==> config.mk <==
export PLATFORM = sky130hd
export DESIGN_NAME = pll_lock_supervisor
export DESIGN_NICKNAME = d
export VERILOG_FILES = /design/src/rtl/pll_pkg.sv /design/src/rtl/pll_lock_supervisor_sync2.sv /design/src/rtl/pll_lock_supervisor.sv
export SDC_FILE = /design/constraint.sdc
export NUM_CORES = 1
export LEC_CHECK = 0
export CORE_ASPECT_RATIO = 1.1
export CORE_MARGIN = 5
export CORE_UTILIZATION = 57
export DETAILED_ROUTE_END_ITERATION = 10
export GPL_TIMING_DRIVEN = 0
export PLACE_DENSITY = 0.76
export SLEW_MARGIN = 40
export SYNTH_ARGS = -nofsm -noshare
export SYNTH_HDL_FRONTEND = slang
export SYNTH_SLANG_ARGS = --single-unit
==> constraint.sdc <==
create_clock -name clk -period 2.3 [get_ports clk]
set_input_delay 0.46 -clock clk [delete_from_list [all_inputs] [get_ports clk]]
set_output_delay 0.46 -clock clk [all_outputs]
set_load 0.02 [all_outputs]
==> src/rtl/pll_pkg.sv <==
// Shared types and default timing constants for the PLL lock supervisor.
// All timing is counted in cycles of the free-running 20 MHz reference clock.
package pll_pkg;

  typedef enum logic [2:0] {
    PLL_RESET,
    WAIT_LOCK,
    SETTLE,
    RUN,
    FAULT
  } sup_state_t;

  localparam int unsigned REF_CLK_HZ         = 20_000_000;
  localparam int unsigned DEF_PLL_RST_CYCLES = 32;
  // 10 ms expressed in reference-clock cycles.
  localparam int unsigned DEF_LOCK_TIMEOUT   = REF_CLK_HZ / 100;
  localparam int unsigned DEF_SETTLE_CYCLES  = 1024;
  localparam int unsigned DEF_MAX_RETRIES    = 3;

  // Largest of the three timed intervals; sizes the shared cycle counter.
  function automatic int unsigned max3(input int unsigned a,
                                       input int unsigned b,
                                       input int unsigned c);
    int unsigned m;
    m = (a > b) ? a : b;
    return (m > c) ? m : c;
  endfunction

endpackage

==> src/rtl/pll_lock_supervisor_sync2.sv <==
// Two-flop synchroniser with asynchronous active-high reset to 0.
// Also used for bridging resets into the CLKOP domain.
module sync2 (
  input  logic clk,
  input  logic rst,
  input  logic d,
  output logic q
);

  logic meta;

  // Shift the asynchronous input through two flops in the destination domain.
  always_ff @(posedge clk or posedge rst) begin
    if (rst) begin
      meta <= 1'b0;
      q    <= 1'b0;
    end else begin
      // NOTE: non-blocking assignments make meta and q sample together, so
      // the flop order in the source does not matter.
      meta <= d;
      q    <= meta;
    end
  end

endmodule

==> src/rtl/pll_lock_supervisor.sv <==
// PLL lock supervisor: pulses the PLL reset, qualifies LOCK for a stable
// settle period before releasing downstream reset, retries on lock timeout
// and parks in FAULT after too many retries. Runs on the reference clock so
// it keeps working while the PLL output is absent.
module pll_lock_supervisor
  import pll_pkg::*;
#(
  parameter int unsigned PLL_RST_CYCLES = DEF_PLL_RST_CYCLES,
  parameter int unsigned LOCK_TIMEOUT   = DEF_LOCK_TIMEOUT,
  parameter int unsigned SETTLE_CYCLES  = DEF_SETTLE_CYCLES,
  parameter int unsigned MAX_RETRIES    = DEF_MAX_RETRIES,
  parameter int unsigned CNT_W          =
    $clog2(max3(PLL_RST_CYCLES, LOCK_TIMEOUT, SETTLE_CYCLES)) + 1
) (
  input  logic       clk,
  input  logic       rst,
  input  logic       locked,
  input  logic       restart,
  output logic       pll_rst,
  output logic       sys_rst,
  output logic       fault,
  output logic [1:0] retries,
  output logic [7:0] loss_count
);

  localparam logic [CNT_W-1:0] RST_LAST    = CNT_W'(PLL_RST_CYCLES - 1);
  localparam logic [CNT_W-1:0] TIMEOUT_LAST = CNT_W'(LOCK_TIMEOUT - 1);
  localparam logic [CNT_W-1:0] SETTLE_LAST = CNT_W'(SETTLE_CYCLES - 1);
  localparam logic [1:0]       RETRY_LIMIT = 2'(MAX_RETRIES);

  sup_state_t       state, state_d;
  logic [CNT_W-1:0] cnt, cnt_d;
  logic [1:0]       retries_d;
  logic [7:0]       loss_d;
  logic             lock_s;
  logic             pll_rst_d, sys_rst_d, fault_d;

  sync2 u_lock_sync (
    .clk (clk),
    .rst (rst),
    .d   (locked),
    .q   (lock_s)
  );

  // State register plus registered outputs, all updated on the same edge.
  always_ff @(posedge clk or posedge rst) begin
    if (rst) begin
      state      <= PLL_RESET;
      cnt        <= '0;
      retries    <= '0;
      loss_count <= '0;
      pll_rst    <= 1'b1;
      sys_rst    <= 1'b1;
      fault      <= 1'b0;
    end else begin
      state      <= state_d;
      cnt        <= cnt_d;
      retries    <= retries_d;
      loss_count <= loss_d;
      pll_rst    <= pll_rst_d;
      sys_rst    <= sys_rst_d;
      fault      <= fault_d;
    end
  end

  // Next-state, counter and status bookkeeping; restart overrides everything.
  always_comb begin
    // NOTE: every target gets a default before the case so no path can
    // leave one unassigned and infer a latch.
    state_d   = state;
    cnt_d     = cnt;
    retries_d = retries;
    loss_d    = loss_count;

    if (restart) begin
      state_d   = PLL_RESET;
      cnt_d     = '0;
      retries_d = '0;
    end else begin
      case (state)
        PLL_RESET: begin
          if (cnt == RST_LAST) begin
            state_d = WAIT_LOCK;
            cnt_d   = '0;
          end else begin
            cnt_d = cnt + 1'b1;
          end
        end

        WAIT_LOCK: begin
          // Lock takes precedence over a timeout on the same cycle.
          if (lock_s) begin
            state_d = SETTLE;
            cnt_d   = '0;
          end else if (cnt == TIMEOUT_LAST) begin
            cnt_d = '0;
            if (retries == RETRY_LIMIT) begin
              state_d = FAULT;
            end else begin
              state_d   = PLL_RESET;
              retries_d = retries + 2'd1;
            end
          end else begin
            cnt_d = cnt + 1'b1;
          end
        end

        SETTLE: begin
          // Any drop restarts qualification with a fresh timeout window.
          if (!lock_s) begin
            state_d = WAIT_LOCK;
            cnt_d   = '0;
          end else if (cnt == SETTLE_LAST) begin
            state_d   = RUN;
            cnt_d     = '0;
            retries_d = '0;
          end else begin
            cnt_d = cnt + 1'b1;
          end
        end

        RUN: begin
          if (!lock_s) begin
            state_d = PLL_RESET;
            cnt_d   = '0;
            loss_d  = (loss_count == 8'hFF) ? loss_count : loss_count + 8'd1;
          end
        end

        FAULT: begin
          // Parked until restart or rst.
        end

        default: begin
          state_d = PLL_RESET;
          cnt_d   = '0;
        end
      endcase
    end
  end

  // Output values derived from the state being entered.
  always_comb begin
    pll_rst_d = (state_d == PLL_RESET) || (state_d == FAULT);
    sys_rst_d = (state_d != RUN);
    fault_d   = (state_d == FAULT);
  end

endmodule

==> metrics.md, run 1 <==
| Metric | Value |
|---|---|
| Min-delay worst type | reg2reg |
| RSZ-0062 raised after global routing | true |
| Switching power share of the total | 22.6% |
| Pwr per Cell Area | between 400 and 500 mW/mm^2 |
| Die ar. | 0.00482 sq mm |
| Global-route wire length before repair | between 7000 and 8000 um |
| Yosys warnings | 0 |
| Effective utilization at floorplan | 59.5% |
| Maximum vdd drop | slightly above 300 uV |
| Leak Pwr | roughly 0.97 nW |
| Initial antenna violation count | 0 |
| CTS tree | done |
| CP Class | reg2reg |
| Final period utilization | just under 100% |
| Mapped Nets | approximately 210 |
| Crit end category | register |
| Grt ovf | 0 |
| PnR worst setup slack | 0.0449 ns |
| Drt pass-1 iters | 4 |
| DRT antenna net count | 0 |
| Number of global-route vias before repair | 1,676 |
| Hold slack | 0.367 ns |
| Post-synthesis sequential area ratio | 46.1% |
| Post-DP Area | 0.00222 sq mm |
| DP HPWL | around 3000 um |
| Synth Register Bits | 37 |
| DRC viols | 0 |
| CP arrival | 2.46 ns |
| CP required | 2.50 ns |
| Psw | roughly 0.25 mW |
| # diodes | 0 |
| Post-route cell area | 0.00241 sq mm |
| Inst Count DP | 263 |
| I/O pin total | 17 |
| Chip width | 66.7 um |
| Int Pwr | 0.858 mW |
| Startpoint Class | register |
| Synth Flop Type | dfrtp_1 |
| Commonest non-fill, non-tap cell in the layout | dfrtp_1 |
| Clock share of power | 35.0% |
| Slew @ Worst Pin | 0.699 ns |
| CTS Hold Buffers Added | 0 |
| Vias after detailed routing | 1,668 |
| Pin count of the biggest net entering global routing | 38 |
| Most frequent cells in the layout | 35 x dfrtp_1, 17 x nand2_1, 16 x xnor2_1 |
| Cell Area, Synth | 0.00201 sq mm |
| CTS Buf Count | 5 |
| Final hold violations | 0 |
| Status | completed |
| Initial DRC Count | 151 |
| CTS Sinks | 37 |
| H-tree depth | 2 |
| Max-slew violation count | 0 |
| Gate power share | ~5% |
| GRT Util Overall | 20.6% |
| MaxCap Viol Count | 0 |
| Pre-CTS WS | -0.0321 ns |
| Area grow syn2layout | 19.8% |
| Fmax achieved | 443 MHz |
| Layout cells sized above 1 | approximately 18% |
| Slew HR | 53.1% |
| Final setup fails | 0 |
| Clk Tree Root Cell | clkbuf_4 |
| Fillers | around 270 |
| Fin crit period | 2.26 ns |
| Clock Skew | 0.0123 ns |
| Mapped Avg Cell Area | 10.1 sq um |
| Post-Syn Instances | 200 |
| # rows | 22 |
| Crit-path max FO | 8 |
| Fin cells | 280 |
| Die Ht | 72.4 um |
| Sequential power share | 60.0% |
| Count of cell types in the netlist | approximately 50 |
| Port Buf Inserts | 15 |
| Routed len/inst | 16.4 um |
| Longest Clk Path Bufs | 2 |
| Core area | between 0.003 and 0.004 sq mm |
| Placer Congestion | 0.859 |
| Clk pin slew, worst setup/hold paths | 0.11 ns |
| EDFF count, synth | 0 |
| DRT Wirelength | 4580 um |
| Final core utilization | 71.2% |
| Routed vias/inst | 5.96 |
| Reg2Reg Depth | 8 |
| Ys async rst share | 100% |
| Worst Hold Depth | 0 |
| Fin nets | 238 |
| Worst-Skew Late Latency | 0.34 ns |
==> synth_stat cells (3+ instances only) <==
| master | n | area share [%] |
|---|---|---|
| dfrtp_1 | 35 | 43 |
| nand2_1 | 17 | 3.2 |
| xnor2_1 | 16 | 7.0 |
| a21oi_1 | 14 | 3.5 |
| nand3_1 | 10 | 2.5 |
| o21ai_0 | 10 | 2.5 |
| nand4_1 | 8 | 2.5 |
| and3_1 | 7 | 2.2 |
| nor3_1 | 7 | 1.7 |
| nor4_1 | 6 | 1.9 |
| and4_1 | 5 | 2.2 |
| nor2_1 | 5 | 0.93 |
| xor2_1 | 4 | 1.7 |
| clkbuf_1 | 3 | 0.56 |
| ha_1 | 3 | 1.9 |
| inv_1 | 3 | 0.56 |
| nand4b_1 | 3 | 1.3 |
| o311ai_0 | 3 | 1.3 |
| or3b_2 | 3 | 1.3 |
==> per-stage QoR <==
stage	total power [mW]	setup TNS (ns)
2_1_floorplan	0.702	0
3_3_place_gp	0.713	0
3_5_place_dp	0.714	-0.178
4_1_cts	1.11	0
5_1_grt	1.17	-0.690
6_report	1.11	0
==> critical path: stages, from the launching register on <==
cell and delay, ns:
dfrtp_1 0.45, ha_4 0.18, and4_1 0.19, buf_4 0.16, and4b_2 0.33, a21oi_4 0.10
o31ai_4 0.41, buf_4 0.22, a21oi_1 0.07
==> final timing paths <==
| check | from | end | slack (ns) |
|---|---|---|---|
| setup / recovery | cnt[0]$_DFFE_PP0P_ | cnt[15]$_DFFE_PP0P_ | 0.04 |
| hold / removal | u_lock_sync.meta$_DFF_PP0_ | u_lock_sync.q$_DFF_PP0_ | 0.37 |
| setup reg to reg | cnt[0]$_DFFE_PP0P_ | cnt[15]$_DFFE_PP0P_ | 0.04 |
| hold reg to reg | u_lock_sync.meta$_DFF_PP0_ | u_lock_sync.q$_DFF_PP0_ | 0.37 |
| max in group asynchronous | rst | sys_rst$_DFF_PP1_ | 1.43 |
| min in group asynchronous | rst | loss_count[4]$_DFFE_PP0P_ | 0.48 |
==> registers in the layout (all words and copies together) (netlist names) <==
register and count:
sys_rst 1, u_lock_sync.meta 1, retries 2, loss_count 8
cnt 19, u_lock_sync.q 1, fault 1, state 3
pll_rst 1
==> logic make-up (layout without fill, tap and decap cells) <==
| logic type | after synthesis | in the layout | synth area share (%) |
|---|---|---|---|
| AOI/OAI and AO/OA | 44 | 44 | 14.8 |
| xor gates and xnor gates | 20 | 20 | 8.70 |
| adders and majority gates | 3 | 3 | 1.86 |
| buffers and inverters | 12 | 44 | 2.98 |
| DFF | 37 | 37 | 46.1 |
| muxes | 2 | 2 | 1.06 |
| and+or+nand+nor | 82 | 82 | 24.5 |
==> power groups by stage <==
stage               Clock, mW  Combinational (mW)  Sequential (mW)
global route            0.437              0.0639            0.666
CTS                     0.401              0.0416            0.663
finish                  0.388              0.0555            0.665
floorplan                   0              0.0279            0.674
global placement            0              0.0378            0.675
detailed placement          0              0.0388            0.675
==> timing repair <==
action,4_1_cts,5_1_grt
cloned,0,1
pin swaps,1,4
gates resized for setup,3,10
setup buffers,3,5
setup endpoints to repair,10,19
==> metal layers <==
metal | GRT usage (%) | vias to the layer above | routed length, um
met3 | 5.42 | 15 | 173
li1 | - | 811 | -
met5 | 0 | - | 0
met1 | 26.0 | 791 | 2010
met2 | 32.8 | 51 | 2280
met4 | 9.26 | 0 | 124
==> area by class of cell <==
type | count | area, sq um | share of cell area (%)
clock inverter | 1 | 5.00 | 0.207
inverter | 3 | 12.5 | 0.519
buffer | 9 | 51.3 | 2.13
timing repair buffer | 24 | 218 | 9.02
clock buffer | 7 | 65.1 | 2.70
tap | 48 | 60.1 | 2.49
sequential | 37 | 928 | 38.5
multi-input combinational | 151 | 1070 | 44.5
No activity file was read; power rests on OpenSTA's default activity.
==> run 2, diff against run 1 <==
--- a/config.mk
+++ b/config.mk
@@ -8,6 +8,7 @@
 export CORE_ASPECT_RATIO = 1.1
 export CORE_MARGIN = 5
 export CORE_UTILIZATION = 57
+export CTS_CLUSTER_DIAMETER = 200
 export DETAILED_ROUTE_END_ITERATION = 10
 export GPL_TIMING_DRIVEN = 0
 export PLACE_DENSITY = 0.76
==> constraint.sdc (replaced) <==
create_clock -name clk -period 2.3 [get_ports clk]
set_input_delay 0.46 -clock clk [delete_from_list [all_inputs] [get_ports clk]]
set_output_delay 0.46 -clock clk [all_outputs]
set_load 0.05 [all_outputs]
==> results of run 2 <==
Same layout as run 1 (identical final DEF). Status: completed.
==> run 3, diff against run 2 <==
--- a/config.mk
+++ b/config.mk
@@ -6,13 +6,14 @@
 export NUM_CORES = 1
 export LEC_CHECK = 0
 export CORE_ASPECT_RATIO = 1.1
-export CORE_MARGIN = 5
-export CORE_UTILIZATION = 57
+export CORE_UTILIZATION = 62
 export CTS_CLUSTER_DIAMETER = 200
 export DETAILED_ROUTE_END_ITERATION = 10
+export DONT_BUFFER_PORTS = 1
 export GPL_TIMING_DRIVEN = 0
-export PLACE_DENSITY = 0.76
+export PLACE_DENSITY = 0.75
 export SLEW_MARGIN = 40
 export SYNTH_ARGS = -nofsm -noshare
 export SYNTH_HDL_FRONTEND = slang
 export SYNTH_SLANG_ARGS = --single-unit
+export TNS_END_PERCENT = 5
==> run 3 against run 2 <==
Non-clock buffer count fell by 21. Die area fell by 28%. Combinational power fell by 23%. Critical path depth rose by 1. Maximum frequency rose by 1.2%. Design area fell by 7.7%. Largest power group unchanged. Total power rose by 7.9%. Wire length fell by 8.5%. Sequential share of layout area rose by 3.2 points.
==> metrics.md, run 3 (same netlist as run 1, synthesis figures left out) <==
| Metric | Value |
|---|---|
| Crit-path max FO | 10 |
| Final setup fails | 0 |
| Routed vias/inst | 6.62 |
| DRT antenna net count | 0 |
| Clk pin slew, worst setup/hold paths | approximately 0.12 ns |
| CP Class | reg2reg |
| Port Buf Inserts | 0 |
| Max-slew violation count | 0 |
| Post-DP Area | 0.00206 sq mm |
| Pwr per Cell Area | 537 mW/mm^2 |
| Slew HR | 58.4% |
| Final hold violations | 0 |
| Core area | 0.00307 sq mm |
| Min-delay worst type | in2async |
| MaxCap Viol Count | 0 |
| Total Neg Setup Slack | 0 ns |
| Die ar. | approximately 0.0035 sq mm |
| Initial DRC Count | 74 |
| Power, Total | 1.20 mW |
| Max reg flops | 19 |
| Longest Clk Path Bufs | 2 |
| # diodes | 0 |
| CTS tree | done |
| Effective utilization at floorplan | between 60% and 70% |
| Grt ovf | 0 |
| Fmax achieved | 449 MHz |
| H-tree depth | 2 |
| I/O pin total | 17 |
| Fin nets | ~220 |
| Leak Pwr | 0.887 nW |
| Final period utilization | 96.9% |
| Commonest non-fill, non-tap cell in the layout | dfrtp_1 |
| Reg2Reg Depth | 9 |
| CTS Sinks | 37 |
| Slew @ Worst Pin | 0.623 ns |
| Initial antenna violation count | 0 |
| Die Ht | ~62 um |
| Post-route cell area | 0.00223 sq mm |
| DP HPWL | 2760 um |
| Number of global-route vias before repair | between 1,000 and 1,500 |
| CP arrival | ~2.4 ns |
| Fillers | 220 |
| Largest regs | cnt (19), loss_count (8), state (3) |
| DRT Wirelength | roughly 4200 um |
| Status | completed |
| GRT Util Overall | 24.2% |
| Area grow syn2layout | 10.6% |
| DRC viols | 0 |
| Drt pass-1 iters | 4 |
| Placer Congestion | approximately 0.87 |
| CP required | 2.51 ns |
| CTS Buf Count | 5 |
| Crit end category | register |
| Clock Skew | 0.0193 ns |
| PnR worst setup slack | between 0.07 and 0.08 ns |
| Register with the most flip-flops | cnt |
| Pin count of the biggest net entering global routing | 38 |
| Maximum vdd drop | 651 uV |
| Final core utilization | 72.4% |
| Pre-CTS WS | -0.0278 ns |
| # rows | 21 |
| Global-route wire length before repair | 6440 um |
| Fin crit period | 2.23 ns |
| Chip width | ~56 um |
| Startpoint Class | register |
| CTS Hold Buffers Added | 0 |
| Clk Tree Root Cell | clkbuf_4 |
| Routed len/inst | 17.1 um |
| Most frequent cells in the layout | 35 x dfrtp_1, 17 x nand2_1, 16 x xnor2_1 |
| Layout cells sized above 1 | 17.1% |
| Worst-Skew Late Latency | 0.36 ns |
| Vias after detailed routing | 1,623 |
==> run 3: changes by cell type in the layout (fill, tap and decap cells not counted), sizes merged <==
cell           before  now
buf                15    8
bufinv              0    1
clkdlybuf4s50      15    0
clkinv              2    1
clkinvlp            0    1
==> run 3: stage by stage <==
stage | hold WS, ns | cells
finish | 0.0212 | 245
global route | 0.0744 | 245
CTS | 0.114 | 244
detailed placement | 0.340 | 234
global placement | 0.333 | 234
floorplan | 0.331 | 200
==> run 3: critical path, stage by stage (launching register included) <==
cell and delay (ns):
dfrtp_1 0.44, ha_4 0.17, and4_1 0.21, clkbuf_4 0.19, and4b_2 0.33, a21boi_4 0.10, o31ai_4 0.28, buf_6 0.15
buf_6 0.13, a21oi_1 0.08
==> run 3: path summary, 6_finish.rpt <==
check / from / endpoint / slack (ns)
max reg2reg: cnt[0]$_DFFE_PP0P_ / cnt[15]$_DFFE_PP0P_ / 0.07
max: cnt[0]$_DFFE_PP0P_ / cnt[15]$_DFFE_PP0P_ / 0.07
min: rst / cnt[8]$_DFFE_PP0P_ / 0.02
min reg2reg: u_lock_sync.meta$_DFF_PP0_ / u_lock_sync.q$_DFF_PP0_ / 0.35
max in group asynchronous: rst / cnt[9]$_DFFE_PP0P_ / 1.89
min in group clk: locked / u_lock_sync.meta$_DFF_PP0_ / 0.12
==> run 3: final cells by class <==
cell class / instances / area [sq um] / share of cell area, %
buffer: 9 / 51.3 / 2.30
multi-input combinational: 151 / 1080 / 48.4
clock buffer: 6 / 51.3 / 2.30
clock inverter: 2 / 37.5 / 1.69
timing repair buffer: 3 / 26.3 / 1.18
sequential: 37 / 928 / 41.7
inverter: 3 / 12.5 / 0.562
tap: 34 / 42.5 / 1.91
==> run 3: report_power, final <==
| part | switching [mW] | leakage [nW] | internal [mW] |
|---|---|---|---|
| clock | 0.231 | 0.0445 | 0.258 |
| combinational | 0.0281 | 0.340 | 0.0148 |
| sequential | 0.00817 | 0.503 | 0.657 |
==> run 3: timing repair <==
action	CTS	global route
setup endpoints to repair	10	19
buffers inserted	2	1
pin swaps	1	0
gates resized for setup	3	8
==> run 3: routing by layer <==
metal  vias to the layer above  GRT usage (%)  part of all wire, %
met5                         -              0                    0
met4                         0           13.2                  2.2
met3                        10           5.59                  4.0
met2                        55           39.1                   49
met1                       792           30.9                   45
li1                        766              -                    -
